--- src/rtl/timer_pkg.sv ---
// timer_pkg: shared state encoding, register offsets and CTRL field layout for timer_irq
package timer_pkg;
    typedef enum logic [1:0] {IDLE = 2'd0, LOAD = 2'd1, CNT = 2'd2, INT = 2'd3} state_t;
    localparam logic [1:0] OFF_CTRL     = 2'd0;
    localparam logic [1:0] OFF_PRESET   = 2'd1;
    localparam logic [1:0] OFF_COUNT    = 2'd2;
    localparam logic [1:0] MODE_ONESHOT = 2'b00;
    localparam logic [1:0] MODE_RELOAD  = 2'b01;
    localparam int CTRL_EN      = 0;
    localparam int CTRL_MODE_LO = 1;
    localparam int CTRL_MODE_HI = 2;
    localparam int CTRL_IM      = 3;
endpackage

--- src/rtl/timer_irq_if.sv ---
// timer_irq_if: word load/store bus from the data-memory bridge to the timer
interface timer_irq_if;
    logic [31:0] addr;
    logic        we;
    logic [31:0] wdata;
    logic [31:0] rdata;
    modport master (output addr, we, wdata, input rdata);
    modport slave  (input addr, we, wdata, output rdata);
endinterface

--- src/rtl/timer_irq.sv ---
// timer_irq: memory-mapped 32-bit down-counting timer raising irq on expiry, one-shot or auto-reload
module timer_irq
    import timer_pkg::*;
#(
    parameter logic [31:0] BASE_ADDR = 32'h0000_7F00
) (
    input  logic        clk,
    input  logic        reset,
    timer_irq_if.slave  bus,
    output logic        irq
);
    logic [3:0]  r_ctrl;
    logic [31:0] r_preset;
    logic [31:0] r_count;
    logic        r_flag;
    state_t      r_state;
    logic [1:0]  w_off;
    logic        w_hit;
    logic        w_wr_ctrl;
    logic        w_wr_preset;
    logic        w_reload;
    logic        w_expire;
    logic        w_unused;
    assign w_off       = bus.addr[3:2];
    assign w_hit       = (bus.addr[31:4] == BASE_ADDR[31:4]) && (w_off != 2'b11);
    assign w_wr_ctrl   = w_hit && bus.we && (w_off == OFF_CTRL);
    assign w_wr_preset = w_hit && bus.we && (w_off == OFF_PRESET);
    assign w_reload    = r_ctrl[CTRL_MODE_HI:CTRL_MODE_LO] == MODE_RELOAD;
    assign w_expire    = (r_state == CNT) && r_ctrl[CTRL_EN] && (r_count <= 32'd1);
    assign w_unused    = ^bus.addr[1:0];
    assign irq         = r_flag & r_ctrl[CTRL_IM];
    assign bus.rdata   = !w_hit ? 32'h0 :
                         (w_off == OFF_CTRL)   ? {28'h0, r_ctrl} :
                         (w_off == OFF_PRESET) ? r_preset : r_count;
    // A CPU write to CTRL overrides INT's hardware EN clear; an expiry set overrides a CTRL-write flag clear
    always_ff @(posedge clk or negedge reset) begin
        if (!reset) begin
            r_ctrl   <= '0;
            r_preset <= '0;
            r_count  <= '0;
            r_flag   <= 1'b0;
            r_state  <= IDLE;
        end else begin
            if (w_wr_preset) r_preset <= bus.wdata;
            if (w_wr_ctrl) r_ctrl <= bus.wdata[3:0];
            else if (r_state == INT && !w_reload) r_ctrl[CTRL_EN] <= 1'b0;
            if (w_expire) r_flag <= 1'b1;
            else if (w_wr_ctrl || (r_state == INT && w_reload)) r_flag <= 1'b0;
            case (r_state)
                IDLE: if (r_ctrl[CTRL_EN]) r_state <= LOAD;
                LOAD: begin
                    r_count <= r_preset;
                    r_state <= CNT;
                end
                CNT: begin
                    if (!r_ctrl[CTRL_EN]) r_state <= IDLE;
                    else if (w_expire) begin
                        r_count <= '0;
                        r_state <= INT;
                    end else r_count <= r_count - 32'd1;
                end
                default: r_state <= IDLE;
            endcase
        end
    end
endmodule

--- src/flat_wrapper.sv ---
// flat-port wrapper written by rule: the top's interface ports become plain ports
module timer_irq_flat import timer_pkg::*;
#(
    parameter logic [31:0] BASE_ADDR = 32'h0000_7F00
)
  (clk, reset, irq, bus_addr, bus_we, bus_wdata, bus_rdata);
  timer_irq_if bus_i ();
  input  logic clk;
  input  logic reset;
  output logic irq;
  input wire logic [$bits(bus_i.addr)-1:0] bus_addr;
  input wire logic [$bits(bus_i.we)-1:0] bus_we;
  input wire logic [$bits(bus_i.wdata)-1:0] bus_wdata;
  output wire logic [$bits(bus_i.rdata)-1:0] bus_rdata;
  assign bus_i.addr = bus_addr;
  assign bus_i.we = bus_we;
  assign bus_i.wdata = bus_wdata;
  assign bus_rdata = bus_i.rdata;
  timer_irq #(.BASE_ADDR(BASE_ADDR)) u_core (.clk(clk), .reset(reset), .bus(bus_i), .irq(irq));
endmodule
--- config.mk ---
export PLATFORM = sky130hd
export DESIGN_NAME = timer_irq_flat
export DESIGN_NICKNAME = d
export VERILOG_FILES = /design/src/rtl/timer_pkg.sv /design/src/rtl/timer_irq_if.sv /design/src/rtl/timer_irq.sv /design/src/flat_wrapper.sv
export SDC_FILE = /design/constraint.sdc
export NUM_CORES = 1
export LEC_CHECK = 0
export CAP_MARGIN = 20
export CORE_MARGIN = 2
export CORE_UTILIZATION = 45
export DETAILED_ROUTE_END_ITERATION = 10
export PLACE_DENSITY = 0.79
export SLEW_MARGIN = 10
export SYNTH_ARGS = -nofsm -noshare
export SYNTH_HDL_FRONTEND = slang
export SYNTH_SLANG_ARGS = --single-unit
--- constraint.sdc ---
create_clock -name clk -period 4 [get_ports clk]
set_input_delay 0.8 -clock clk [delete_from_list [all_inputs] [get_ports clk]]
set_output_delay 0.8 -clock clk [all_outputs]
set_load 0.05 [all_outputs]
After elaboration in Yosys (flattened, before gate mapping):

Index checks and enable logic that the tools add are counted.
W data, S select, Z words.

* input bits: 67
* output and inout bits: 33
* logic and storage cells: 50
* flip-flop bits (word level): 71

* equal/unequal tests: 10
* order comparisons: 1
* multiplexer cells: 14
* reductions and logical operators: 17
* add/subtract/negate cells: 1
* bitwise gates (word level): 1

Operators by type and width (count)
* $mux W32: 5
* $pmux W32 S2: 1
* $le A32 B1 Y1 const B: 1
* $sub A32 B1 Y32 const B: 1
* $eq A28 B11 Y1 const B: 1
* $logic_and A1 B1 Y1: 8
* $eq A2 B1 Y1 const B: 3
* $mux W2: 3
* $pmux W2 S3: 1
* $reduce_bool A2 Y1: 3
* $eq A2 B2 Y1 const B: 2
* $logic_not A2 Y1: 2
* $mux W1: 4
* $ne A2 B1 Y1 const B: 2
* $reduce_and A2 Y1: 2
* $ne A3 B3 Y1 const B: 1
* $ne A2 B2 Y1 const B: 1
* $and A1 B1 Y1: 1
* $logic_not A1 Y1: 1
* $logic_or A1 B1 Y1: 1

Longest topological paths before layout:

Gate-level depths: netlist of the first run.

* depth after elaboration: 7
* mapped depth: 8
* gate-level depth less buffers: 7

Worst setup path before layout of the first run:

No wires, ideal clock.

* kind: in2out
* from: in bus_addr[21]
* to: out bus_rdata[0]
* stages: 4
* required time: 3200 ps
* data arrival time: 3211 ps
* slack: -11 ps
* path buffers: 1
* cells stage by stage: or4b_1 or4_1 clkbuf_1 a211oi_1

* word-level cells in the longest chain between the ends: 3

Ends and longest elaborated chain
* start, declared: line flat_wrapper.sv:11 `input wire logic [$bits(bus_i.addr)-1:0] bus_addr;`
* $eq A28 B11 Y1: line timer_irq.sv:25 `assign w_hit = (bus.addr[31:4] == BASE_ADDR[31:4]) && (w_off != 2'b11);`
* $logic_and A1 B1 Y1: line timer_irq.sv:25
* $mux W32: line timer_irq.sv:32 `assign bus.rdata = !w_hit ? 32'h0 :`
* end, declared: line flat_wrapper.sv:14 `output wire logic [$bits(bus_i.rdata)-1:0] bus_rdata;`

No other way between the ends.

Worst setup path in the final report of the first run:

* from: in bus_addr[21]
* to: out bus_rdata[12]

Same word-level chain as after synthesis.

==> results of run 1 <==
sequential cells by signal, summed over array words and instances, names as in the netlist:
| register | flops |
|---|---|
| u_core.r_ctrl | 4 |
| u_core.r_state | 2 |
| u_core.r_preset | 32 |
| u_core.r_count | 32 |
| u_core.r_flag | 1 |
cell families (layout without fill, tap and decap cells):
family	count (synthesis)	in the layout	share of synthesized area, %
AO/OA/AOI/OAI	115	115	20.1
adder cells (fa/ha/maj)	2	2	0.580
buffers and inverters	45	136	4.35
flip-flops	71	71	41.2
multiplexers	39	39	10.1
AND/OR/NAND/NOR	178	178	23.7
report_power, final:
| part | internal, W | switching, W | total, W |
|---|---|---|---|
| clock network | 0.000384 | 0.000287 | 0.000671 |
| registers | 0.000717 | 0.0000000000260 | 0.000717 |
| logic | 0.0000610 | 0.0000389 | 0.0000999 |
routing by layer:
metal | wire [µm] | part of all wire, %
met1 | 5150 | 40
met2 | 6340 | 50
met3 | 998 | 7.9
met4 | 228 | 1.8
met5 | 0 | 0
critical path: cells and delay by family:
family	cells	cell delay [ns]
buf+inv	3	0.81
simple gates	3	1.37
stage by stage:
stage / cells / worst slack, ns / TNS, ns / util, %
after global routing: 670 / 0.118 / 0 / 64.2
after global placement: 654 / 0.224 / 0 / 61.8
after detailed placement: 654 / 0.210 / 0 / 61.8
after floorplan: 450 / -0.0106 / -0.0213 / -
final: 670 / 0.205 / 0 / 64.2
after CTS: 670 / 0.205 / 0 / 64.2
worst paths after layout:
check                                                  endpoint  slack, ns  cells past startpoint
worst max-delay path                              bus_rdata[12]       0.21                      6
worst min-delay path            u_core.r_preset[23]$_DFFE_PN0P_       0.45                      1
worst max register to register    u_core.r_count[3]$_DFFE_PN0P_       1.05                      6
worst min register to register     u_core.r_ctrl[1]$_DFFE_PN0P_       0.53                      1
max in group asynchronous         u_core.r_count[2]$_DFFE_PN0P_       2.77                      2
min in group clk                   u_core.r_ctrl[1]$_DFFE_PN0P_       0.53                      1
placed cells by master, fill, tap and decap left out, drive strengths merged, types with 11 or more instances in the layout:
cell / Yosys / routed
a21oi: 12 / 12
a22oi: 31 / 31
buf: 11 / 48
clkbuf: 26 / 11
clkdlybuf4s50: 0 / 64
dfrtp: 71 / 71
mux2: 37 / 37
nand2: 29 / 29
nand4: 14 / 14
nor2: 47 / 47
nor4: 16 / 16
or4: 12 / 12
area by class of cell:
class | count | area share (%)
clock buffers | 11 | 2.54
inverters | 8 | 0.503
well taps | 129 | 2.71
clock inverters | 5 | 1.34
flip-flops and latches | 71 | 29.8
repair buffers | 112 | 23.7
multi-input cells | 334 | 39.5
==> run summary, run 1 <==
status - completed
Gate Count Post-Synth - 450
most frequent cell after synthesis - dfrtp_1
CTS resizes - 0
Die Area - 10400 µm²
Initial DRC Count - 364
Startpoint Class - input port
worst path required time - 3.20 ns
Synth top area share - 41.2%
GRT Util Overall - 25.7%
IO Port Bufs - 97
Seq/Total Area, Yosys - 41.2%
Synth Net Count - 519
CTS Sinks - 71
Rows - 35
post-synthesis cell area - 4310 µm²
Yosys reg bits - 71
slowest CP cell - or4_1
post-route minimum period - 3.79 ns
crit path from - bus_addr[21]
worst min path class - in -> async
total gr overflow - 0
max cap viols - 0
number of global-route vias before repair - 4190
Post-CTS Repair Setup Buffers - 0
largest net degree at the start of global routing - 40
Final setup viols - 0
placed cell area - 5730 µm²
GPL Wtd Cong - 0.887
Final #Nets - 605
H-tree Lvls - 3
core area - 9280 µm²
GR met3 Demand/Resource - 5.40%
Syn Area/Cell - 9.58 µm²
Antenna Diode Count - 0
Initial Utilization - 46.5%
hold slack - 0.451 ns
vias - 4196
crit-path max FO - 15
WL per Instance - 19.0 µm
Area Growth Syn to Fin - 38.3%
reg2reg start - u_core.r_state[1]$_DFFE_PN0P_
GR peak layer - met2
Num CTS Buffers - 9
Yosys cell types - 60
asr flop ratio synth - 100%
DR pass1 iterations - 5
met2 usage - 43.9%
Storage cell area - 1780 µm²
Crit Path Class - in -> out
Main synth FF type - dfrtp_1
die height - 102 µm
Post-route DRC - 0
Pwr Total - 0.00149 W
Synth area leader - dfrtp_1
FILL cells - 765
hold_buf cts - 0
die width - 102 µm
remaining antenna violation count after routing - 0
fin crit share - 94.9%
Reg clk slew, reported paths - 0.08 ns
area taken by multi-input logic gates - 2350 µm²
Fmax - 0.264 GHz
TritonCTS clock tree - built
grt met1 use - 32.9%
first-pass GRT wire length - 20900 µm
Final Hold Viols - 0
Cell Chain, Critical Path - clkdlybuf4s50_1 > or4b_1 > or4_1 > buf_4 > nor2_1 > buf_12
Slew @ Worst Pin - 0.799 ns
post-route cell area - 5960 µm²
vias per inst - 6.26
top post-synthesis cells by area - dfrtp_1, mux2_2, a22oi_1, nor2_1, nand2_1
root buffer cell - clkbuf_8
RSZ-0062 raised after global routing - no
io pins - 100
leakage - 2.53 nW
setup skew after layout - 0.00884 ns
worst vdd ir - 202 µV
Post-synth EDFFs - 0
Worst-Skew Late Latency - 0.36 ns
Critical Path End Type - primary output
Post-Route WL - 12700 µm
Slew headroom - 46.5%
CP arrival - 2.99 ns
synth cell count leaders - dfrtp_1, nor2_1, mux2_2, a22oi_1, nand2_1
worst stage delay on the critical path - 0.63 ns
Slew Viols, Final - 0
power per cell area - 250 nW/µm²
initial antenna violation count - 0
CTS max path bufs - 2
dpl hpwl - 8750 µm
Synth Warn # - 0
layout cells sized above 1 - 21.1%
Power figures use the tool's default switching activity.
==> run 2: changes to the inputs <==
--- a/config.mk
+++ b/config.mk
@@ -5,6 +5,7 @@
 export SDC_FILE = /design/constraint.sdc
 export NUM_CORES = 1
 export LEC_CHECK = 0
+export ABC_CLOCK_PERIOD_IN_PS = 4000
 export CAP_MARGIN = 20
 export CORE_MARGIN = 2
 export CORE_UTILIZATION = 45
==> results of run 2 <==
Same layout as run 1: the final DEF is identical, and so are final timing and power.
==> run 3: changes to the inputs <==
--- a/config.mk
+++ b/config.mk
@@ -5,7 +5,7 @@
 export SDC_FILE = /design/constraint.sdc
 export NUM_CORES = 1
 export LEC_CHECK = 0
-export ABC_CLOCK_PERIOD_IN_PS = 4000
+export ABC_CLOCK_PERIOD_IN_PS = 3800
 export CAP_MARGIN = 20
 export CORE_MARGIN = 2
 export CORE_UTILIZATION = 45
==> constraint.sdc (replaced) <==
create_clock -name clk -period 3.8 [get_ports clk]
set_input_delay 0.76 -clock clk [delete_from_list [all_inputs] [get_ports clk]]
set_output_delay 0.76 -clock clk [all_outputs]
set_load 0.05 [all_outputs]
==> run summary, run 3 (synthesis gave the netlist of run 1 again) <==
initial antenna violation count - 0 (unchanged)
H-tree Lvls - 3 (unchanged)
crit-path max FO - 21 (was 15)
vias - 4202 (was 4196)
Initial Utilization - 46.5% (unchanged)
Die Area - 10400 µm² (unchanged)
final core occ - 64.4% (was 64.2%)
DR pass1 iterations - 5 (unchanged)
io pins - 100 (unchanged)
CTS Sinks - 71 (unchanged)
root buffer cell - clkbuf_8 (unchanged)
Rows - 35 (unchanged)
WL per Instance - 19.0 µm (about the same)
die width - 102 µm (unchanged)
cell family contributing the most delay on the critical path - simple AND/OR/NAND/NOR gates (unchanged)
Final setup viols - 0 (unchanged)
Crit Path Class - in -> out (unchanged)
first-pass GRT wire length - 21400 µm (was 20900 µm)
most frequent cells in the layout - dfrtp_1, clkdlybuf4s50_1, nor2_1 (unchanged)
setup skew after layout - 0.00709 ns (was 0.00884 ns)
Final Hold Viols - 0 (unchanged)
remaining antenna violation count after routing - 0 (unchanged)
Slew headroom - 45.5% (was 46.5%)
hold_buf cts - 0 (unchanged)
worst path required time - 3.04 ns (was 3.20 ns)
Slew @ Worst Pin - 0.810 ns (was 0.799 ns)
post-route minimum period - 3.66 ns
Initial DRC Count - 370 (was 364)
Area Growth Syn to Fin - 38.7% (was 38.3%)
IO Port Bufs - 97 (unchanged)
layout cells sized above 1 - 21.9% (was 21.1%)
max cap viols - 0 (unchanged)
Cell Chain, Critical Path - clkdlybuf4s50_1 > or4b_1 > or4_4 > buf_4 > nor2_1 > buf_12 (was clkdlybuf4s50_1 > or4b_1 > or4_1 > buf_4 > nor2_1 > buf_12)
pre-CTS WS - 0.0485 ns (was 0.210 ns)
Post-CTS Repair Setup Buffers - 0 (unchanged)
worst vdd ir - 232 µV (was 202 µV)
Reg clk slew, reported paths - 0.08 ns (about the same)
most common cell after layout, fill and taps aside - dfrtp_1 (unchanged)
power per cell area - 258 nW/µm² (was 250 nW/µm²)
Fmax - 0.273 GHz
Post-Route WL - 12800 µm (was 12700 µm)
slowest CP cell - or4_4 (was or4_1)
GRT Util Overall - 25.9% (was 25.7%)
GPL Wtd Cong - 0.882 (was 0.887)
status - completed (unchanged)
vias per inst - 6.24 (was 6.26)
setup ws final - 0.140 ns (was 0.205 ns)
CTS resizes - 0 (unchanged)
leakage - 2.53 nW (about the same)
worst stage delay on the critical path - 0.57 ns (was 0.63 ns)
RSZ-0062 raised after global routing - yes (was no)
post-route cell area - 5980 µm² (was 5960 µm²)
Worst-Skew Late Latency - 0.35 ns (was 0.36 ns)
Slew Viols, Final - 0 (unchanged)
Critical Path End Type - primary output (unchanged)
TritonCTS clock tree - built (unchanged)
placed cell area - 5750 µm² (was 5730 µm²)
CP arrival - 2.90 ns (was 2.99 ns)
fin crit share - 96.3%
number of global-route vias before repair - 4241 (was 4190)
die height - 102 µm (unchanged)
Post-route DRC - 0 (unchanged)
worst min path class - in -> async (unchanged)
dpl hpwl - 8830 µm (was 8750 µm)
Antenna Diode Count - 0 (unchanged)
Final #Nets - 608 (was 605)
Num CTS Buffers - 9 (unchanged)
CTS max path bufs - 2 (unchanged)
largest net degree at the start of global routing - 40 (unchanged)
Top Registers - u_core.r_count x32, u_core.r_preset x32, u_core.r_ctrl x4 (unchanged)
total gr overflow - 0 (unchanged)
Startpoint Class - input port (unchanged)
CP Buf/Inv Count - 3 (unchanged)
core area - 9280 µm² (unchanged)
## run 3: cell types whose count changed in the layout (fill, tap and decap cells not counted), moves of 2 or more
cell	change
nor2_2	+2
buf_4	+3
nor2_1	-2
clkbuf_8	-2
## run 3: layout make-up
type / count / area (µm²)
Tap cell: 129 / 161
Sequential cell: 71 / 1780
Fill cell: 756 / 3300
Timing Repair Buffer: 115 / 1430
Multi-Input combinational cell: 334 / 2360
Clock inverter: 7 / 96.3
Clock buffer: 9 / 124
Inverter: 8 / 30.0
## run 3: layer usage
layer / track usage, % / part of all wire [%] / vias up
met1: 33.8 / 42 / 2067
li1: - / - / 1931
met5: 0 / 0 / -
met3: 4.31 / 6.2 / 22
met2: 44.3 / 50 / 182
met4: 8.00 / 1.6 / 0
## run 3: path summary, 6_finish.rpt
check	startpoint	to	slack, ns	cells past startpoint
max in group asynchronous	reset	u_core.r_count[16]$_DFFE_PN0P_	2.52	2
hold / removal	reset	u_core.r_count[24]$_DFFE_PN0P_	0.47	1
setup reg to reg	u_core.r_state[0]$_DFFE_PN0P_	u_core.r_count[14]$_DFFE_PN0P_	0.79	6
hold reg to reg	u_core.r_preset[24]$_DFFE_PN0P_	u_core.r_count[24]$_DFFE_PN0P_	0.51	2
setup / recovery	bus_addr[21]	bus_rdata[20]	0.14	6
min in group clk	u_core.r_preset[24]$_DFFE_PN0P_	u_core.r_count[24]$_DFFE_PN0P_	0.51	2
## run 3: power breakdown
part / switching, W / total [W] / internal, W
clock: 0.000312 / 0.000682 / 0.000370
sequential: 0.0000000000286 / 0.000755 / 0.000755
combinational: 0.0000401 / 0.000104 / 0.0000642
## run 3: per-stage QoR
step | power (W) | setup TNS [ns] | std cells | hold slack (ns)
2_1_floorplan | 0.000786 | -0.261 | 450 | 0.464
3_3_place_gp | 0.000873 | 0 | 657 | 0.502
3_5_place_dp | 0.000875 | 0 | 657 | 0.509
4_1_cts | 0.00155 | 0 | 673 | 0.481
5_1_grt | 0.00159 | -0.000550 | 673 | 0.517
6_report | 0.00154 | 0 | 673 | 0.470
